`src/rtl/pipelined_control_unit.sv`:
```
// Main decoder for the 5-stage core; pipes the control bundle through ID/EX, EX/MEM and MEM/WB.
// Latency: ex_* valid 1 cycle after decode, mem_* 2 cycles, wb_* 3 cycles.
// Backpressure: none downstream; load-use hazards hold PC and IF/ID via stall_pc and insert bubbles.
//
// Ports:
//   clk, reset                      clock (rising edge), asynchronous active-high reset
//   id_valid, id_opcode             ID-stage instruction valid flag and opcode
//   id_rs, id_rt                    ID-stage source register fields
//   flush                           taken branch/jump; kill younger instructions
//   stall_pc                        combinational hold for PC and IF/ID
//   ex_*, mem_*, wb_*               registered control bundle per stage
module pipelined_control_unit #(
  parameter int OP_W           = 6,
  parameter int RA_W           = 5,
  parameter int EXT_ISA        = 1,
  parameter int LOAD_STALL_CYC = 1
) (
  input  logic            clk,
  input  logic            reset,
  input  logic            id_valid,
  input  logic [OP_W-1:0] id_opcode,
  input  logic [RA_W-1:0] id_rs,
  input  logic [RA_W-1:0] id_rt,
  input  logic            flush,
  output logic            stall_pc,
  output logic [1:0]      ex_regdst,
  output logic            ex_alusrc,
  output logic [2:0]      ex_aluop,
  output logic            ex_ill_op,
  output logic            mem_memread,
  output logic            mem_memwrite,
  output logic            mem_branch,
  output logic            mem_branch_ne,
  output logic            mem_jump,
  output logic            wb_regwrite,
  output logic [1:0]      wb_memtoreg
);

  typedef struct packed {
    logic [1:0] regdst;
    logic       alusrc;
    logic [2:0] aluop;
    logic       ill_op;
    logic       memread;
    logic       memwrite;
    logic       branch;
    logic       branch_ne;
    logic       jump;
    logic       regwrite;
    logic [1:0] memtoreg;
  } ctrl_t;

  typedef enum logic {
    RUN   = 1'b0,
    STALL = 1'b1
  } state_t;

  localparam logic [OP_W-1:0] OP_R    = OP_W'(6'b000000);
  localparam logic [OP_W-1:0] OP_LW   = OP_W'(6'b100011);
  localparam logic [OP_W-1:0] OP_SW   = OP_W'(6'b101011);
  localparam logic [OP_W-1:0] OP_BEQ  = OP_W'(6'b000100);
  localparam logic [OP_W-1:0] OP_J    = OP_W'(6'b000010);
  localparam logic [OP_W-1:0] OP_BNE  = OP_W'(6'b000101);
  localparam logic [OP_W-1:0] OP_ADDI = OP_W'(6'b001000);
  localparam logic [OP_W-1:0] OP_ANDI = OP_W'(6'b001100);
  localparam logic [OP_W-1:0] OP_ORI  = OP_W'(6'b001101);
  localparam logic [OP_W-1:0] OP_SLTI = OP_W'(6'b001010);
  localparam logic [OP_W-1:0] OP_JAL  = OP_W'(6'b000011);

  localparam logic [1:0] CNT_INIT = 2'(LOAD_STALL_CYC - 1);
  localparam bit         EXT_ON   = (EXT_ISA != 0);

  ctrl_t           dec;
  ctrl_t           idex;
  ctrl_t           idex_d;
  ctrl_t           exmem;
  ctrl_t           memwb;
  logic [RA_W-1:0] idex_rt;
  logic [RA_W-1:0] idex_rt_d;
  state_t          state;
  state_t          state_d;
  logic [1:0]      cnt;
  logic [1:0]      cnt_d;
  logic            hazard;

  // Opcode decode; extended opcodes fall through to illegal when EXT_ISA=0.
  always_comb begin
    dec = '0;
    case (id_opcode)
      OP_R: begin
        dec.regdst   = 2'b01;
        dec.aluop    = 3'b010;
        dec.regwrite = 1'b1;
      end
      OP_LW: begin
        dec.alusrc   = 1'b1;
        dec.memread  = 1'b1;
        dec.regwrite = 1'b1;
        dec.memtoreg = 2'b01;
      end
      OP_SW: begin
        dec.alusrc   = 1'b1;
        dec.memwrite = 1'b1;
      end
      OP_BEQ: begin
        dec.branch = 1'b1;
        dec.aluop  = 3'b001;
      end
      OP_J: dec.jump = 1'b1;
      OP_BNE: begin
        dec.branch_ne = EXT_ON;
        dec.aluop     = EXT_ON ? 3'b001 : 3'b000;
        dec.ill_op    = !EXT_ON;
      end
      OP_ADDI: begin
        dec.alusrc   = EXT_ON;
        dec.regwrite = EXT_ON;
        dec.ill_op   = !EXT_ON;
      end
      OP_ANDI: begin
        dec.alusrc   = EXT_ON;
        dec.regwrite = EXT_ON;
        dec.aluop    = EXT_ON ? 3'b011 : 3'b000;
        dec.ill_op   = !EXT_ON;
      end
      OP_ORI: begin
        dec.alusrc   = EXT_ON;
        dec.regwrite = EXT_ON;
        dec.aluop    = EXT_ON ? 3'b100 : 3'b000;
        dec.ill_op   = !EXT_ON;
      end
      OP_SLTI: begin
        dec.alusrc   = EXT_ON;
        dec.regwrite = EXT_ON;
        dec.aluop    = EXT_ON ? 3'b101 : 3'b000;
        dec.ill_op   = !EXT_ON;
      end
      OP_JAL: begin
        dec.jump     = EXT_ON;
        dec.regwrite = EXT_ON;
        dec.regdst   = EXT_ON ? 2'b10 : 2'b00;
        dec.memtoreg = EXT_ON ? 2'b10 : 2'b00;
        dec.ill_op   = !EXT_ON;
      end
      default: dec.ill_op = 1'b1;
    endcase
  end

  // Load in EX whose destination feeds the ID instruction. A bubble in ID/EX
  // has memread=0, so the instruction held over a stall never re-triggers.
  assign hazard = (state == RUN) && id_valid && idex.memread &&
                  (idex_rt != '0) && ((idex_rt == id_rs) || (idex_rt == id_rt));

  // Flush overrides any stall request in the same cycle.
  assign stall_pc = !flush && ((state == STALL) || hazard);

  always_comb begin
    state_d   = state;
    cnt_d     = cnt;
    idex_d    = dec;
    idex_rt_d = id_rt;
    if (flush || stall_pc || !id_valid) begin
      idex_d    = '0;
      idex_rt_d = '0;
    end
    if (flush) begin
      state_d = RUN;
      cnt_d   = 2'd0;
    end else if (state == STALL) begin
      if (cnt == 2'd1) begin
        state_d = RUN;
      end
      cnt_d = cnt - 2'd1;
    end else if (hazard) begin
      cnt_d   = CNT_INIT;
      state_d = (LOAD_STALL_CYC > 1) ? STALL : RUN;
    end
  end

  always_ff @(posedge clk or posedge reset) begin
    if (reset) begin
      state   <= RUN;
      cnt     <= 2'd0;
      idex    <= '0;
      idex_rt <= '0;
      exmem   <= '0;
      memwb   <= '0;
    end else begin
      state   <= state_d;
      cnt     <= cnt_d;
      idex    <= idex_d;
      idex_rt <= idex_rt_d;
      exmem   <= flush ? '0 : idex;
      memwb   <= exmem;
    end
  end

  assign ex_regdst     = idex.regdst;
  assign ex_alusrc     = idex.alusrc;
  assign ex_aluop      = idex.aluop;
  assign ex_ill_op     = idex.ill_op;
  assign mem_memread   = exmem.memread;
  assign mem_memwrite  = exmem.memwrite;
  assign mem_branch    = exmem.branch;
  assign mem_branch_ne = exmem.branch_ne;
  assign mem_jump      = exmem.jump;
  assign wb_regwrite   = memwb.regwrite;
  assign wb_memtoreg   = memwb.memtoreg;

endmodule

```
`config.mk`:
```
export PLATFORM = sky130hd
export DESIGN_NAME = pipelined_control_unit
export DESIGN_NICKNAME = d
export VERILOG_FILES = /design/src/rtl/pipelined_control_unit.sv
export SDC_FILE = /design/constraint.sdc
export NUM_CORES = 1
export LEC_CHECK = 0
export CORE_MARGIN = 4
export CORE_UTILIZATION = 34
export DETAILED_ROUTE_END_ITERATION = 16
export GPL_TIMING_DRIVEN = 0
export MAX_ROUTING_LAYER = met4
export PLACE_DENSITY = 0.65
export SLEW_MARGIN = 15
export SYNTH_ARGS = -nofsm -noshare
export SYNTH_HDL_FRONTEND = slang
export SYNTH_SLANG_ARGS = --single-unit
```
`constraint.sdc`:
```
create_clock -name clk -period 4 [get_ports clk]
set_input_delay 0.8 -clock clk [delete_from_list [all_inputs] [get_ports clk]]
set_output_delay 0.8 -clock clk [all_outputs]
set_load 0.03 [all_outputs]
```
==> results by group <==
STA
  • Clock Skews: 0.003339 ns
  • Max_slew headroom: 56.58%
  • Tmin final: 3.429 ns
  • Period utilisation layout: 85.72%
  • Final Setup Violations: 0
  • Hold WS: 0.3592 ns
  • Worst slew pin tran: 0.6504 ns
  • RSZ-0062 raised after global routing: no
  • Maximum clock frequency: 291.7 MHz
  • Post-route setup slack: 0.5713 ns
  • Hold Vio Cnt, Final: 0
  • Setup TNS: 0 ns
  • Final Max Slew Viols: 0

Clock network
  • Worst-path clk slew: 0.07 ns
  • Clock root cell: clkbuf_8
  • Clock sinks: 34
  • CTS tree: built
  • Total CTS buffers: 5
  • Worst-Skew Late Latency: 0.28 ns
  • # hold bufs at CTS: 0
  • Bufs on Longest Clock Path: 2
  • H-tree lvl count: 2

Final layout
  • Share of cells above drive strength 1: 11.67%
  • N_diodes: 0
  • Final Util: 48.28%
  • Final Instance Area: 1987 um^2
  • Fin cells: 230
  • Synth-to-Final Area Change: 32.78%
  • Fin nets: 200
  • Most frequent cells in the layout: 34 x dfrtp_1, 32 x clkdlybuf4s50_1, 14 x nor2_1
  • Most common cell after layout, fill and taps aside: dfrtp_1

GRT
  • Total grt overflow: 0
  • Vias in the first global route: 1146
  • Initial antenna violation count: 0
  • Largest net degree at the start of global routing: 35
  • Global-route wire length before repair: 4912 um
  • Tot GR Track Use: 12.10%

Critical path
  • CP Class: input pin to primary output
  • CP required: 3.20 ns
  • Startpoint Class: input pin
  • CP startpoint: id_rs[2]
  • Setup crit end kind: primary output
  • CP max FO: 6
  • Arr. time, crit path: 2.63 ns
  • FF-to-FF Start: idex_rt[1]

Synthesis
  • Avg Inst Size Synth: 10.77 um^2
  • Flip-flop and latch count after synthesis: 34
  • Syn Std Cell Area: 1496 um^2
  • Share of the yosys chip area belonging to registers: 56.86%
  • Synthesis Warnings: 0
  • Cells after Synth: 139
  • Syn Nets: 160
  • Cell variety after synth: 28

Power
  • Static power due to leakage: 0.9177 nW
  • Power, Total: 0.6765 mW
  • PwrDens: 340.5 nW/um^2
  • VDD IR-drop max: 0.0001357 V

Place
  • Cell Count Post-Placement: 222
  • Final Wtd Congestion: 0.8278
  • Placed cell area: 1889 um^2
  • Hpwl dp: 2264 um
  • Place WS: 0.1690 ns
  • I/O Buffers: 33

Floorplan
  • Io pins: 36
  • Die ar.: 5526 um^2
  • Core area: 4115 um^2
  • Row count: 23
  • Starting density of the core: 36.36%
  • Die X-Extent: 74.34 um
  • Die Y: 74.34 um

Routing
  • Antenna Nets Post-Route: 0
  • Initial DRT Pass Iterations: 4
  • 1st-iter DRT viols: 47
  • Drt total wl: 2885 um
  • Drt drc: 0
  • Vias: 1097
  • Routed vias/inst: 4.770
  • Routed len/inst: 12.54 um

Hold path
  • Hold Startpoint: exmem[0]
  • Class of the worst hold path: flop to flop

Flow run
  • Max cap viols: 0

Status
  • Run status: complete, no violations
## metal layers
layer / part of all wire (%) / global-route usage (%)
met5: 0 / -
met4: 0.73 / 4.150
met3: 5.4 / 3.784
met2: 52 / 20.87
met1: 42 / 13.17
## power by group
group	internal, mW	total [mW]	switching (mW)
Sequential	0.348	0.351	0.00313
Clock	0.138	0.254	0.116
Combinational	0.0328	0.0720	0.0392
## repair_timing
| action | CTS | global route |
|---|---|---|
| buffers inserted | 0 | 0 |
| endpoints found under the setup margin | 0 | 1 |
| resized for setup | 0 | 1 |
## worst max-delay path, stage by stage
cell and delay (ns):
clkdlybuf4s50_1 0.41, xor2_1 0.15, nor3_1 0.22, a22oi_2 0.20, or2_2 0.39, a21oi_1 0.16
dlymetal6s2s_1 0.31
## sequential cells by signal, summed over array words and instances (netlist names)
name           count
ex_ill_op          1
mem_branch         1
mem_memwrite       1
state              1
wb_regwrite        1
ex_alusrc          1
cnt                2
mem_branch_ne      1
wb_memtoreg        2
mem_memread        1
idex_rt            5
ex_aluop           3
ex_regdst          2
exmem              3
idex               8
mem_jump           1
## layout make-up
type,count,area (um^2)
fillers,381,2128
flip-flops and latches,34,850.8
multi-input cells,89,566.8
repair buffers,33,332.8
clock buffers,6,82.58
well taps,50,62.56
plain buffers,10,56.30
inverters,6,22.52
clock inverters,2,12.51
## path summary, 6_finish.rpt
path / endpoint / slack (ns) / cells after the start
setup reg to reg: ex_regdst[1] / 2.12 / 4
max in group asynchronous: ex_alusrc / 2.64 / 2
hold reg to reg: wb_memtoreg[0] / 0.36 / 0
setup / recovery: stall_pc / 0.57 / 7
hold / removal: wb_memtoreg[0] / 0.36 / 0
min in group asynchronous: idex_rt[1] / 0.93 / 2
## logic make-up after synthesis
group                      Yosys count  synth area share (%)
adders and majority gates            1                0.8360
AOI/OAI and AO/OA                   20                 10.28
and+or+nand+nor                     57                 20.32
buffers and inverters               16                 5.268
xor gates and xnor gates            11                 6.438
DFF                                 34                 56.86
## cells in the mapped netlist (all sizes together)
library cell,count,share of area [%]
a21oi,7,2.3
a22oi,2,1.3
a31oi,3,1.3
and3,5,2.1
buf,5,2.5
clkbuf,5,1.3
dfrtp,34,57
ha,1,0.84
inv,6,1.5
nand2,8,2.0
nand2b,2,0.84
nand3,3,1.0
nor2,15,3.9
nor2b,10,4.2
nor3,6,2.0
nor3b,1,0.84
nor4,4,1.7
nor4b,1,0.59
o211ai,4,3.8
o21ai,2,0.67
o22ai,2,0.84
or2,1,0.42
or4,1,0.75
xnor2,1,0.59
xor2,10,5.9
Power figures use the tool's default switching activity.
==> patch 1 (same settings) <==
Set the parameter `OP_W` to 4 (it was 6).
--- a/src/rtl/pipelined_control_unit.sv
+++ b/src/rtl/pipelined_control_unit.sv
@@ -10,7 +10,7 @@
 //   stall_pc                        combinational hold for PC and IF/ID
 //   ex_*, mem_*, wb_*               registered control bundle per stage
 module pipelined_control_unit #(
-  parameter int OP_W           = 6,
+  parameter int OP_W           = 4,
   parameter int RA_W           = 5,
   parameter int EXT_ISA        = 1,
   parameter int LOAD_STALL_CYC = 1
Interface: changed (resized id_opcode); port bits go from 36 to 34. No check against the original RTL was run, so the function may have changed too.
==> patch 1 against the unedited design <==
- first-iteration DRC count down 17%
- setup slack worse by 220 ps
- design area down 6.1%
- count of clock-buffer cells in the layout down 3
- routed wire length down 6.1%
- synthesized area down 4.6%
- critical path depth unchanged
- sequential cell count down 6
- largest cell class unchanged
- die area down 4.1%
- critical endpoint unchanged
- total power down 11%
==> patch 1: results <==
group,metric,value,unit
global_routing,grt_first_pass_wirelength,4.74,mm
clock_network,cts-root-buf,"clkbuf_8",
yosys,synthArstFlopShare,1.00,
global_routing,antenna_found_initial,0,
min_path,hold_end,"wb_regwrite",
placement,place_inst,211,
sta,skew,3.62,ps
power,p_sw,135,µW
worst_setup_path,crit_slowest_cell,"clkdlybuf4s50_1",
power,p_leak,0.801,nW
clock_network,post_cts_buffers,0,
drt,drt-initial-drc-count,39,
yosys,yosys-top-cells-area,"dfrtp_1 (49%), xnor2_1 (6.7%), a2111oi_2 (5.3%), a211oi_2 (5.3%), nor2b_1 (3.5%)",
sta,relSlewSlack,0.360,
worst_setup_path,crit_path_end,"stall_pc",
placement,io_buffers,30,
finish,largest_reg_flops,6,
yosys,syn_area_per_cell,11.0,µm²
min_path,hp-start,"exmem[2]",
yosys,yosysUniqueCellTypes,35,
sta,period_minus_slack,3650,ps
clock_network,cts_resized,0,
worst_setup_path,max_stage_delay,660,ps
finish,top_register,"idex",
worst_setup_path,critPathArrivalTime,2850,ps
run_status,status,"finished clean",
placement,hpwl,2.14,mm
finish,fin_cells,215,
clock_network,clk_latency,270,ps
yosys,synthTopCellsByCount,"dfrtp_1 (28), inv_1 (11), xnor2_1 (11)",
clock_network,path_clk_slew,90,ps
global_routing,grt_usage,0.117,
worst_setup_path,r2r_cells,4,
worst_setup_path,r2r-end,"ex_aluop[2]",
worst_setup_path,cp-startpoint,"id_rt[4]",
clock_network,cts_buffers,3,
global_routing,grt_start_max_net_pins,29,
power,vdd_drop_max,0.144,mV
placement,place_congestion,0.817,
finish,drive_above_1_share,0.164,
min_path,worstHoldPathCells,0,
clock_network,clock_path_buffers,2,
power,seq_power_share,0.490,
worst_setup_path,path_max_fanout,10,
finish,nNetsFinal,185,
drt,wirelength,2.71,mm
worst_setup_path,rrSetupSlack,2180,ps
yosys,yosysSeqAreaShare,0.491,
drt,drtPass1Iterations,4,
clock_network,cts_max_level,1,
yosys,ys_warn_count,0,
global_routing,grt_pass1_vias,1052,
worst_setup_path,r2r-start,"state",
min_path,hp-class,"reg -> reg",
drt,via_count,1049,
finish,antenna_cells,0,
## patch 1: cell count changes in the layout (fill, tap and decap cells not counted), sizes merged, moves of 4 or more
cell     before  now
a2111oi       0    5
nor3          6    2
xnor2         1   11
nor4          4    0
xor2         10    1
buf           5   10
inv           6   10
a211oi        0    9
nor2         15    1
dfrtp        34   28
## patch 1: power by group through the flow
stage	Combinational, mW	Sequential (mW)	Clock (mW)
floorplan	0.0518	0.301	0
global placement	0.0851	0.299	0
detailed placement	0.0875	0.299	0
CTS	0.0878	0.294	0.224
global route	0.0960	0.295	0.234
finish	0.0868	0.294	0.219
## patch 1: metal layers
metal / track usage / routed length, µm
met2: 0.187 / 1330
met3: 0.0165 / 90
met4: 0.0635 / 61
met5: - / 0
met1: 0.142 / 1220
## patch 1: critical path: cells and delay by family
family | cells | cell delay [ps]
buffers and inverters | 3 | 1460
XOR/XNOR | 1 | 130
AND/OR/NAND/NOR | 1 | 90
AO/OA/AOI/OAI | 2 | 360
## patch 1: cell families (layout without fill, tap and decap cells)
kind of cell    after synthesis  in the layout  synth area share
buf+inv                      26             60            0.0955
compound gates               32             32             0.207
flops                        28             28             0.491
simple gates                 29             29             0.114
mux                           1              1           0.00789
xor+xnor                     12             12            0.0736
other cells                   1              2           0.00263
fa+ha+maj                     1              1           0.00876
## patch 1: layout make-up
type                    instances  area (µm²)
clock buffers                   3        41.3
well taps                      50        62.6
flip-flops and latches         28         701
fillers                       402        2160
clock inverters                 1        30.0
plain buffers                  15        95.1
inverters                      11        41.3
repair buffers                 30         300
multi-input cells              77         594
## patch 1: stage by stage
step,cell area [µm²],hold slack (ps),total power [mW]
floorplan,1430,331,0.353
global placement,1790,333,0.384
detailed placement,1790,336,0.387
CTS,1870,358,0.606
global route,1870,377,0.624
finish,1870,354,0.599
==> patch 2 (same flow settings) <==
Made on the original files. Make the reset (`reset`) synchronous in one clocked block. Comments in the files are not updated.
--- a/src/rtl/pipelined_control_unit.sv
+++ b/src/rtl/pipelined_control_unit.sv
@@ -177,7 +177,7 @@
     end
   end
 
-  always_ff @(posedge clk or posedge reset) begin
+  always_ff @(posedge clk) begin
     if (reset) begin
       state   <= RUN;
       cnt     <= 2'd0;
Behaviour: differs if reset is asserted again (counterexample within 4 cycles, from zero or initial values and one cycle with reset high); with reset held inactive, the same outputs for 10 cycles.
==> patch 2 against the unedited design <==
- synthesized area decreased by 9.0%
- clock power increased by 24%
- sequential cell count down 1
- combinational power is 16% lower
- critical path depth did not move
- design area decreased by 5.9%
- sequential share of layout area fell by 7.5 points
- total power increased by 4.7%
- via count fell by 3.6%
- setup slack worse by 87 ps
- non-clock buffer count increased by 1
- routed wire length down 7.6%
- largest cell class unchanged
- largest power group unchanged
==> patch 2: results <==
group,metric,value,unit
run_status,status,"finished clean",
drt,via_count,1057,
placement,io_buffers,33,
placement,hpwl,2.07,mm
min_path,hold_end,"exmem[0]",
finish,buffers,44,
drt,met2_length,1.30,mm
global_routing,grt_start_max_net_pins,11,
yosys,synth_fa_ha_area_frac,0.00919,
worst_setup_path,crit_slowest_cell,"clkdlybuf4s50_1",
power,vdd_drop_max,0.273,mV
worst_setup_path,rrSetupSlack,2270,ps
finish,nClkBuffers,7,
worst_setup_path,r2r-end,"idex[5]",
finish,fill_cells,361,
global_routing,grt_first_pass_wirelength,4.75,mm
finish,drive_above_1_share,0.110,
yosys,synth_compound_area_frac,0.108,
min_path,hp-start,"idex[0]",
global_routing,grt_pass1_vias,1045,
finish,multiInputGateArea,626,µm²
yosys,yosys-top-cells-area,"dfxtp_1 (49%), xor2_1 (7.1%), and2_1 (4.1%), nor4_1 (3.7%), and3_1 (3.2%)",
yosys,syn_nets,161,
worst_setup_path,r2r_cells,5,
yosys,yosysUniqueCellTypes,33,
die,rows,22,
yosys,synth-xor-area-share,0.0708,
placement,place_congestion,0.772,
drt,routed_via_density,4.62,
clock_network,cts_sinks,33,
power,p_leak,0.737,nW
finish,clock_area_frac,0.0622,
worst_setup_path,cp-startpoint,"id_rt[0]",
yosys,yosysSeqAreaShare,0.485,
finish,top_regs,"idex: 7 flops, idex_rt: 5 flops",
yosys,syn_area_per_cell,9.72,µm²
finish,register_area,661,µm²
finish,buffer_area_frac,0.210,
sta,skew,10.3,ps
drt,wl_met3,118,µm
yosys,synth.area.mux_share,0.00735,
sta,worstMarginPinSlew,446,ps
yosys,synthTopCellsByCount,"dfxtp_1 (33), xor2_1 (11), nor2_1 (10)",
yosys,synthArstFlopShare,0,
placement,placed_cell_area,1750,µm²
min_path,worstHoldPathCells,1,
placement,dp_slack,111,ps
global_routing,grt_usage,0.120,
drt,drt-initial-drc-count,52,
drt,met1_length,1.21,mm
sta,fin_crit_sh,0.879,
die,tap_cells,48,
finish,nNetsFinal,201,
finish,multi_input_gates,92,
clock_network,cts_buffers,5,
finish,inverters,4,
worst_setup_path,max_stage_delay,450,ps
drt,avgRoutedWirePerCell,11.6,µm
power,p_sw_frac,0.203,
[patch 2: metrics by stage]
stage                util  hold slack (ps)
global placement    0.464              413
finish              0.496              429
global route        0.496              450
CTS                 0.495              431
floorplan               -              406
detailed placement  0.464              411
[patch 2: layer usage]
metal | track usage | up-vias
li1 | - | 555
met1 | 0.150 | 478
met2 | 0.180 | 22
met3 | 0.0393 | 2
met4 | 0.0438 | 0
met5 | - | -
[patch 2: repair_timing]
action	in CTS	in global routing
setup endpoints to repair	0	1
setup buffers	0	0
gates resized for setup	0	1
hold buffers	0	0
[patch 2: power by group through the flow]
| stage | registers [mW] | clock network [mW] | logic [mW] |
|---|---|---|---|
| after floorplan | 0.341 | 0 | 0.0318 |
| after global placement | 0.340 | 0 | 0.0593 |
| after detailed placement | 0.340 | 0 | 0.0605 |
| after CTS | 0.333 | 0.323 | 0.0608 |
| after global routing | 0.333 | 0.340 | 0.0672 |
| final | 0.333 | 0.315 | 0.0604 |
